### config.mk
export PLATFORM = sky130hd
export DESIGN_NAME = mult_rr_scheduler_flat
export DESIGN_NICKNAME = d
export VERILOG_FILES = /design/src/rtl/mult_rr_scheduler_pkg.sv /design/src/rtl/mult_rr_scheduler_if.sv /design/src/rtl/mult_rr_scheduler_rr_arbiter.sv /design/src/rtl/mult_rr_scheduler.sv /design/src/flat_wrapper.sv
export SDC_FILE = /design/constraint.sdc
export NUM_CORES = 1
export LEC_CHECK = 0
export ABC_CLOCK_PERIOD_IN_PS = 3370
export CORE_MARGIN = 5
export CORE_UTILIZATION = 35
export DETAILED_ROUTE_END_ITERATION = 12
export PLACE_DENSITY = 0.71
export SYNTH_ARGS = -nofsm -noshare
export SYNTH_HDL_FRONTEND = slang
export SYNTH_SLANG_ARGS = --single-unit
### constraint.sdc
create_clock -name clock -period 3.37 [get_ports clock]
set_input_delay 0.337 -clock clock [delete_from_list [all_inputs] [get_ports clock]]
set_output_delay 0.337 -clock clock [all_outputs]
set_load 0.05 [all_outputs]
### src/rtl/mult_rr_scheduler_pkg.sv
// Shared types for the round-robin multiplier scheduler.
// Status/state encodings, operand/result types and parity helpers.
package mult_rr_pkg;

  typedef enum logic [1:0] {
    ST_OK       = 2'd0,
    ST_ARG_PERR = 2'd1,
    ST_RES_PERR = 2'd2,
    ST_TIMEOUT  = 2'd3
  } status_t;

  typedef enum logic [1:0] {
    S_IDLE,
    S_ISSUE,
    S_WAIT_RES,
    S_RESPOND
  } state_t;

  typedef logic signed [15:0] operand_t;
  typedef logic signed [31:0] result_t;

  function automatic logic par_op(operand_t v);
    return ^v;
  endfunction

  function automatic logic par_res(result_t v);
    return ^v;
  endfunction

endpackage

### src/rtl/mult_rr_scheduler_if.sv
// Requester-side and multiplier-side bundles for the scheduler.
// slave/master modports give the scheduler's view of each bundle.
interface mult_rr_req_if
  import mult_rr_pkg::*;
#(
  parameter int N = 4
) ();
  logic [N-1:0]    in_valid;
  logic [N-1:0]    in_ready;
  logic [N*16-1:0] in_a;
  logic [N*16-1:0] in_b;
  logic            inject_perr;
  logic [N-1:0]    out_valid;
  logic [N-1:0]    out_ready;
  result_t         out_result;
  status_t         out_status;

  modport slave (
    input  in_valid, in_a, in_b,
    input  inject_perr, out_ready,
    output in_ready, out_valid,
    output out_result, out_status
  );

  modport master (
    output in_valid, in_a, in_b,
    output inject_perr, out_ready,
    input  in_ready, out_valid,
    input  out_result, out_status
  );
endinterface

interface mult_rr_mul_if
  import mult_rr_pkg::*;
();
  operand_t mul_arg_a;
  operand_t mul_arg_b;
  logic     mul_arg_a_parity;
  logic     mul_arg_b_parity;
  logic     mul_req;
  logic     mul_ack;
  result_t  mul_result;
  logic     mul_result_parity;
  logic     mul_result_rdy;
  logic     mul_arg_parity_error;

  modport master (
    output mul_arg_a, mul_arg_b,
    output mul_arg_a_parity,
    output mul_arg_b_parity,
    output mul_req,
    input  mul_ack, mul_result,
    input  mul_result_parity,
    input  mul_result_rdy,
    input  mul_arg_parity_error
  );

  modport slave (
    input  mul_arg_a, mul_arg_b,
    input  mul_arg_a_parity,
    input  mul_arg_b_parity,
    input  mul_req,
    output mul_ack, mul_result,
    output mul_result_parity,
    output mul_result_rdy,
    output mul_arg_parity_error
  );
endinterface

### src/rtl/mult_rr_scheduler_rr_arbiter.sv
// Combinational round-robin pick: first valid index after the pointer.
// Grant is one-hot; o_any flags that some requester is valid.
module rr_arbiter #(
  parameter int N  = 4,
  parameter int IW = $clog2(N)
) (
  input  logic [N-1:0]  i_valid,
  input  logic [IW-1:0] i_ptr,
  output logic [N-1:0]  o_grant,
  output logic [IW-1:0] o_idx,
  output logic          o_any
);

  int          w_k;
  logic [IW-1:0] w_j;
  logic        w_found;

  always_comb begin
    o_grant = '0;
    o_idx   = '0;
    w_found = 1'b0;
    w_k     = 0;
    w_j     = '0;
    for (int k = 1; k <= N; k++) begin
      w_k = int'(i_ptr) + k;
      if (w_k >= N) w_k = w_k - N;
      w_j = IW'(w_k);
      if (!w_found && i_valid[w_j]) begin
        w_found    = 1'b1;
        o_grant[w_j] = 1'b1;
        o_idx      = w_j;
      end
    end
  end

  assign o_any = |i_valid;

endmodule

### src/rtl/mult_rr_scheduler.sv
// Round-robin scheduler sharing one parity-protected 16x16 multiplier.
// FSM: IDLE -> ISSUE -> WAIT_RES -> RESPOND, with timeout and status.
module mult_rr_scheduler
  import mult_rr_pkg::*;
#(
  parameter int NUM_REQ     = 4,
  parameter int TIMEOUT_CYC = 64
) (
  input logic         clock,
  input logic         reset,
  mult_rr_req_if.slave req,
  mult_rr_mul_if.master mul
);

  localparam int IW = $clog2(NUM_REQ);
  localparam int TW = $clog2(TIMEOUT_CYC) + 1;

  state_t        r_state, w_state;
  logic [IW-1:0] r_ptr, r_id, w_idx;
  logic [NUM_REQ-1:0] w_grant;
  logic          w_any;
  operand_t      r_a, r_b;
  logic          r_pa, r_pb, r_inj;
  logic [TW-1:0] r_tmo;
  result_t       r_res, w_res;
  status_t       r_sts, w_sts;
  logic          w_accept, w_done, w_to, w_tmo, w_inj;
  operand_t      w_a [NUM_REQ];
  operand_t      w_b [NUM_REQ];

  rr_arbiter #(.N(NUM_REQ)) u_arb (
    .i_valid (req.in_valid),
    .i_ptr   (r_ptr),
    .o_grant (w_grant),
    .o_idx   (w_idx),
    .o_any   (w_any)
  );

  always_comb begin
    for (int i = 0; i < NUM_REQ; i++) begin
      w_a[i] = req.in_a[i*16 +: 16];
      w_b[i] = req.in_b[i*16 +: 16];
    end
  end

  assign w_tmo = (r_tmo == TW'(TIMEOUT_CYC - 1));
  assign w_inj = r_inj | req.inject_perr;

  always_comb begin
    w_sts = ST_OK;
    if (mul.mul_arg_parity_error)
      w_sts = ST_ARG_PERR;
    else if (mul.mul_result_parity != par_res(mul.mul_result))
      w_sts = ST_RES_PERR;
    w_res = (w_sts == ST_OK) ? mul.mul_result : '0;
  end

  always_ff @(posedge clock or negedge reset) begin
    if (!reset) r_state <= S_IDLE;
    else        r_state <= w_state;
  end

  always_comb begin
    w_state  = r_state;
    w_accept = 1'b0;
    w_done   = 1'b0;
    w_to     = 1'b0;
    unique case (r_state)
      S_IDLE: begin
        if (w_any) begin
          w_accept = 1'b1;
          w_state  = S_ISSUE;
        end
      end
      S_ISSUE: begin
        if (mul.mul_ack && mul.mul_result_rdy) begin
          w_done  = 1'b1;
          w_state = S_RESPOND;
        end else if (w_tmo) begin
          w_to    = 1'b1;
          w_state = S_RESPOND;
        end else if (mul.mul_ack) begin
          w_state = S_WAIT_RES;
        end
      end
      S_WAIT_RES: begin
        if (mul.mul_result_rdy) begin
          w_done  = 1'b1;
          w_state = S_RESPOND;
        end else if (w_tmo) begin
          w_to    = 1'b1;
          w_state = S_RESPOND;
        end
      end
      S_RESPOND: begin
        if (req.out_ready[r_id]) w_state = S_IDLE;
      end
      default: w_state = S_IDLE;
    endcase
  end

  always_ff @(posedge clock or negedge reset) begin
    if (!reset) begin
      r_ptr <= IW'(NUM_REQ - 1);
      r_id  <= '0;
      r_a   <= '0;
      r_b   <= '0;
      r_pa  <= 1'b0;
      r_pb  <= 1'b0;
      r_inj <= 1'b0;
      r_tmo <= '0;
      r_res <= '0;
      r_sts <= ST_OK;
    end else begin
      if (w_accept) begin
        r_a   <= w_a[w_idx];
        r_b   <= w_b[w_idx];
        r_pa  <= par_op(w_a[w_idx]) ^ w_inj;
        r_pb  <= par_op(w_b[w_idx]);
        r_id  <= w_idx;
        r_ptr <= w_idx;
        r_inj <= 1'b0;
        r_tmo <= '0;
      end else begin
        r_inj <= w_inj;
        if (r_state == S_ISSUE || r_state == S_WAIT_RES)
          r_tmo <= r_tmo + TW'(1);
      end
      if (w_done) begin
        r_res <= w_res;
        r_sts <= w_sts;
      end else if (w_to) begin
        r_res <= '0;
        r_sts <= ST_TIMEOUT;
      end
    end
  end

  // in_ready is gated by reset so every output reads 0 while held in reset
  assign req.in_ready   = (r_state == S_IDLE && reset) ? w_grant : '0;
  assign req.out_valid  = (r_state == S_RESPOND) ?
                          (NUM_REQ'(1) << r_id) : '0;
  assign req.out_result = r_res;
  assign req.out_status = r_sts;

  assign mul.mul_req          = (r_state == S_ISSUE);
  assign mul.mul_arg_a        = r_a;
  assign mul.mul_arg_b        = r_b;
  assign mul.mul_arg_a_parity = r_pa;
  assign mul.mul_arg_b_parity = r_pb;

endmodule

### src/flat_wrapper.sv
// flat-port wrapper written by rule: the top's interface ports become plain ports
module mult_rr_scheduler_flat import mult_rr_pkg::*;
#(
  parameter int NUM_REQ     = 4,
  parameter int TIMEOUT_CYC = 64
)
  (clock, reset, req_in_valid, req_in_a, req_in_b, req_inject_perr, req_out_ready, req_in_ready, req_out_valid, req_out_result, req_out_status, mul_mul_arg_a, mul_mul_arg_b, mul_mul_arg_a_parity, mul_mul_arg_b_parity, mul_mul_req, mul_mul_ack, mul_mul_result, mul_mul_result_parity, mul_mul_result_rdy, mul_mul_arg_parity_error);
  mult_rr_req_if #(.N((4))) req_i ();
  mult_rr_mul_if mul_i ();
  input logic clock;
  input logic reset;
  input wire logic [$bits(req_i.in_valid)-1:0] req_in_valid;
  input wire logic [$bits(req_i.in_a)-1:0] req_in_a;
  input wire logic [$bits(req_i.in_b)-1:0] req_in_b;
  input wire logic [$bits(req_i.inject_perr)-1:0] req_inject_perr;
  input wire logic [$bits(req_i.out_ready)-1:0] req_out_ready;
  output wire logic [$bits(req_i.in_ready)-1:0] req_in_ready;
  output wire logic [$bits(req_i.out_valid)-1:0] req_out_valid;
  output wire logic [$bits(req_i.out_result)-1:0] req_out_result;
  output wire logic [$bits(req_i.out_status)-1:0] req_out_status;
  output wire logic [$bits(mul_i.mul_arg_a)-1:0] mul_mul_arg_a;
  output wire logic [$bits(mul_i.mul_arg_b)-1:0] mul_mul_arg_b;
  output wire logic [$bits(mul_i.mul_arg_a_parity)-1:0] mul_mul_arg_a_parity;
  output wire logic [$bits(mul_i.mul_arg_b_parity)-1:0] mul_mul_arg_b_parity;
  output wire logic [$bits(mul_i.mul_req)-1:0] mul_mul_req;
  input wire logic [$bits(mul_i.mul_ack)-1:0] mul_mul_ack;
  input wire logic [$bits(mul_i.mul_result)-1:0] mul_mul_result;
  input wire logic [$bits(mul_i.mul_result_parity)-1:0] mul_mul_result_parity;
  input wire logic [$bits(mul_i.mul_result_rdy)-1:0] mul_mul_result_rdy;
  input wire logic [$bits(mul_i.mul_arg_parity_error)-1:0] mul_mul_arg_parity_error;
  assign req_i.in_valid = req_in_valid;
  assign req_i.in_a = req_in_a;
  assign req_i.in_b = req_in_b;
  assign req_i.inject_perr = req_inject_perr;
  assign req_i.out_ready = req_out_ready;
  assign req_in_ready = req_i.in_ready;
  assign req_out_valid = req_i.out_valid;
  assign req_out_result = req_i.out_result;
  assign req_out_status = req_i.out_status;
  assign mul_mul_arg_a = mul_i.mul_arg_a;
  assign mul_mul_arg_b = mul_i.mul_arg_b;
  assign mul_mul_arg_a_parity = mul_i.mul_arg_a_parity;
  assign mul_mul_arg_b_parity = mul_i.mul_arg_b_parity;
  assign mul_mul_req = mul_i.mul_req;
  assign mul_i.mul_ack = mul_mul_ack;
  assign mul_i.mul_result = mul_mul_result;
  assign mul_i.mul_result_parity = mul_mul_result_parity;
  assign mul_i.mul_result_rdy = mul_mul_result_rdy;
  assign mul_i.mul_arg_parity_error = mul_mul_arg_parity_error;
  mult_rr_scheduler #(.NUM_REQ(NUM_REQ), .TIMEOUT_CYC(TIMEOUT_CYC)) u_core (.clock(clock), .reset(reset), .req(req_i), .mul(mul_i));
endmodule
==> impl_metrics.env <==
export IMPL_synth_edf_count=0
export IMPL_critPathMaxFanout=6
export IMPL_drv_slew=0
export IMPL_layout_min_cycle_time_ns=3.216
export IMPL_power_leakage_nw=3.806
export IMPL_async_flop_share=1.000
export IMPL_cap_violations=0
export IMPL_htreeDepth=3
export IMPL_areaGrowthSynthToFinish_pct=54.94
export IMPL_coreArea_um2=16410
export IMPL_grt_first_pass_wirelength_um=29340
export IMPL_final_area_um2=8980
export IMPL_num_io_pins=252
export IMPL_place_ws_ns=-0.05476
export IMPL_internal_power_w=0.004601
export IMPL_powerDensity_nw_per_um2=1007
export IMPL_swShare=0.4914
export IMPL_ys_seq_area_frac=0.3545
export IMPL_arrival_ns=3.48
export IMPL_worstSetupEndpointType="flip-flop"
export IMPL_cts_tree="done"
export IMPL_p_comb_frac=0.704
export IMPL_criticalPathCategory="reg2reg"
export IMPL_fin_crit_sh=0.9544
export IMPL_cts_sinks=82
export IMPL_ys_warn_count=0
export IMPL_antenna_found_initial=1
export IMPL_syn_cell_area_um2=5796
export IMPL_routed_top_layer="met5"
export IMPL_crit_required_ns=3.63
export IMPL_grt_max_degree=59
export IMPL_avgSynthCellArea_um2=8.387
export IMPL_viasPerCell=4.879
export IMPL_hold_viol=0
export IMPL_max_slew_margin=0.6011
export IMPL_grt_pass1_vias=5702
export IMPL_antenna_left=0
export IMPL_dpl_cell_area_um2=8653
export IMPL_start_util=0.3532
export IMPL_routedWlPerCell_um=16.04
export IMPL_synth_nets=880
export IMPL_fin_hold_ws_ns=0.4748
export IMPL_wl_met1_um=8011
export IMPL_drc=0
export IMPL_drtPass1Iterations=4
export IMPL_fmax_mhz=310.9
export IMPL_die_area_um2=19230
export IMPL_status="finished clean"
export IMPL_clock_power_share=0.113
export IMPL_synth_cell_types=39
export IMPL_finalSetupTns_ns=0
export IMPL_pwr_share_seq=0.182
export IMPL_fin_skew_ns=0.01150
export IMPL_die_w_um=138.7
export IMPL_worstHoldPathType="reg2reg"
export IMPL_synthCells=691
export IMPL_drt_wl_total_um=18660
export IMPL_ys_ff_latch=82
export IMPL_antenna_cells=0
export IMPL_setup_ws_ns=0.1537
export IMPL_wl_met2_um=8721
export IMPL_max_stage_delay_ns=0.56
export IMPL_vias=5674
export IMPL_cts_buffers=9
export IMPL_fp_dieH_um=138.7
export IMPL_yosys_area_top_type="dfrtp_1"
export IMPL_dp_hpwl_um=15070
export IMPL_drt_iter0_drc=240
export IMPL_portBuffers=251
export IMPL_setup_viol=0
export IMPL_netlist_area_leader_share=0.3454
export IMPL_synth_area_leaders="dfrtp_1, xnor2_1, nand2_1"
export IMPL_cp_start_kind="flip-flop"
export IMPL_clock_path_buffers=2
export IMPL_grt_use_total=0.1874
export IMPL_p_sw_w=0.004445
export IMPL_crit_chain="mux4_2, a22o_1, o22ai_2, o311a_4, mux4_2, xnor2_1, xnor2_1, xnor3_1, o21ai_1"
export IMPL_ir_worst_vdd_mv=0.6220
export IMPL_slowest_stage="dfstp_2"
export IMPL_gp_congestion=0.9473
export IMPL_path_buf_inv=0
export IMPL_crit_family="multiplexers"
export IMPL_clk_pin_slew_ns=0.07
export IMPL_nNetsFinal=1127
export IMPL_layout_drive_gt1_share=0.06575
export IMPL_ys_flop_type="dfrtp_1"
export IMPL_route_met3_wl_um=1401
export IMPL_tightest_slew_ns=0.5983
export IMPL_grt_overflow_total=0
export IMPL_post_cts_buffers=0
export IMPL_row_count=47
export IMPL_clk_insertion_delay_late_ns=0.34
export IMPL_cts_root_buffer="clkbuf_16"
-- cell families after synthesis --
group | count (synthesis) | synth area share
DFF | 82 | 0.3545
muxes | 27 | 0.06002
and+or+nand+nor | 270 | 0.1926
xor gates and xnor gates | 122 | 0.1867
adders and majority gates | 14 | 0.03022
buffers and inverters | 47 | 0.03433
AOI/OAI and AO/OA | 129 | 0.1416
-- what timing repair did --
item	CTS	global route
hold buffers	1	0
endpoints found under the hold margin	35	0
endpoints found under the setup margin	0	1
resized for setup	0	1
-- area by class of cell --
class                      instances  area [µm²]
clock inverter                     7       81.33
clock buffer                       9       225.2
multi-input combinational        562        3565
tap                              220       275.3
inverter                           7       26.28
timing repair buffer             276        2753
sequential                        82        2054
fill                            1506        7427
-- worst reg2reg max path: cells and delay by family, from the launching register on --
| family | cells | cell delay (ns) |
|---|---|---|
| AO/OA/AOI/OAI | 4 | 0.76 |
| multiplexers | 2 | 1.04 |
| flip-flops | 1 | 0.56 |
| XOR/XNOR | 3 | 0.79 |
-- flip-flops by register name, summed over array words and instances, names as in the netlist, 2 cells and up --
| name | flops |
|---|---|
| u_core.r_tmo | 7 |
| u_core.mul.mul_arg_a | 16 |
| u_core.mul.mul_arg_b | 16 |
| u_core.r_id | 2 |
| u_core.r_ptr | 2 |
| u_core.req.out_result | 32 |
| u_core.r_state | 2 |
| u_core.req.out_status | 2 |
-- placed cells by master, fill, tap and decap left out, types with 2 or more instances in the layout --
cell	netlist	routed
dfrtp_1	80	80
and3b_1	2	2
mux4_2	6	6
xnor2_1	102	102
inv_6	0	4
and3_1	2	2
o21ai_1	3	3
or3_1	5	5
mux2i_1	19	19
xor2_1	19	19
nand3_1	24	24
a22o_1	33	33
buf_12	0	5
clkdlybuf4s50_1	0	246
nor3_1	3	3
a21oi_1	14	14
ha_1	14	14
inv_1	7	7
clkbuf_16	0	9
nor3b_1	3	3
nand2b_1	3	2
a211oi_1	3	3
o21ai_0	64	64
nor2_1	29	28
nand4_1	3	3
nand2_1	191	190
a22oi_1	4	4
dfstp_2	2	2
buf_4	0	24
a221oi_1	4	4
mux2_2	2	2
-- metrics by stage --
step	util	total power (W)	std cells
CTS	0.5467	0.009142	1163
global route	0.5473	0.009754	1163
floorplan	-	0.006184	691
detailed placement	0.5274	0.008080	1146
global placement	0.5274	0.007985	1146
finish	0.5473	0.009046	1163
-- cells in the mapped netlist, drive strengths merged, types with 2 or more instances --
cell / instances
a21oi: 14
o21ai: 67
nand2: 191
xor2: 19
and3b: 2
and3: 2
a22oi: 4
dfrtp: 80
nor3b: 3
a211oi: 3
mux2i: 19
nor2: 29
nand3: 24
a22o: 33
or3: 5
nor3: 3
a221oi: 4
ha: 14
xnor2: 102
inv: 7
nor2b: 2
dfstp: 2
mux4: 6
buf: 9
clkbuf: 31
nand2b: 3
nand4: 3
mux2: 2
-- worst paths after layout --
kind	slack, ns	depth (start not counted)	endpoint	start
max	0.15	9	u_core.mul.mul_arg_a_parity	u_core.r_ptr[0]
max reg2reg	0.15	9	u_core.mul.mul_arg_a_parity	u_core.r_ptr[0]
min in group asynchronous	0.53	2	u_core.r_id[0]	reset
min	0.47	2	u_core.mul.mul_arg_a[11]	u_core.mul.mul_arg_a[11]
max in group asynchronous	1.83	3	u_core.mul.mul_arg_b[11]	reset
min reg2reg	0.47	2	u_core.mul.mul_arg_a[11]	u_core.mul.mul_arg_a[11]
-- power by group through the flow --
stage          clock, W  sequential [W]  combinational [W]
2_1_floorplan         0         0.00277            0.00341
3_3_place_gp          0         0.00165            0.00634
3_5_place_dp          0         0.00166            0.00642
4_1_cts         0.00106         0.00165            0.00643
5_1_grt         0.00111         0.00170            0.00694
6_report        0.00103         0.00165            0.00637
-- per-layer routing --
metal / track usage / vias up
li1: - / 2816
met1: 0.2354 / 2621
met2: 0.3086 / 201
met3: 0.05931 / 34
met4: 0.05973 / 2
met5: 0 / -
No activity file was read; power rests on OpenSTA's default activity.
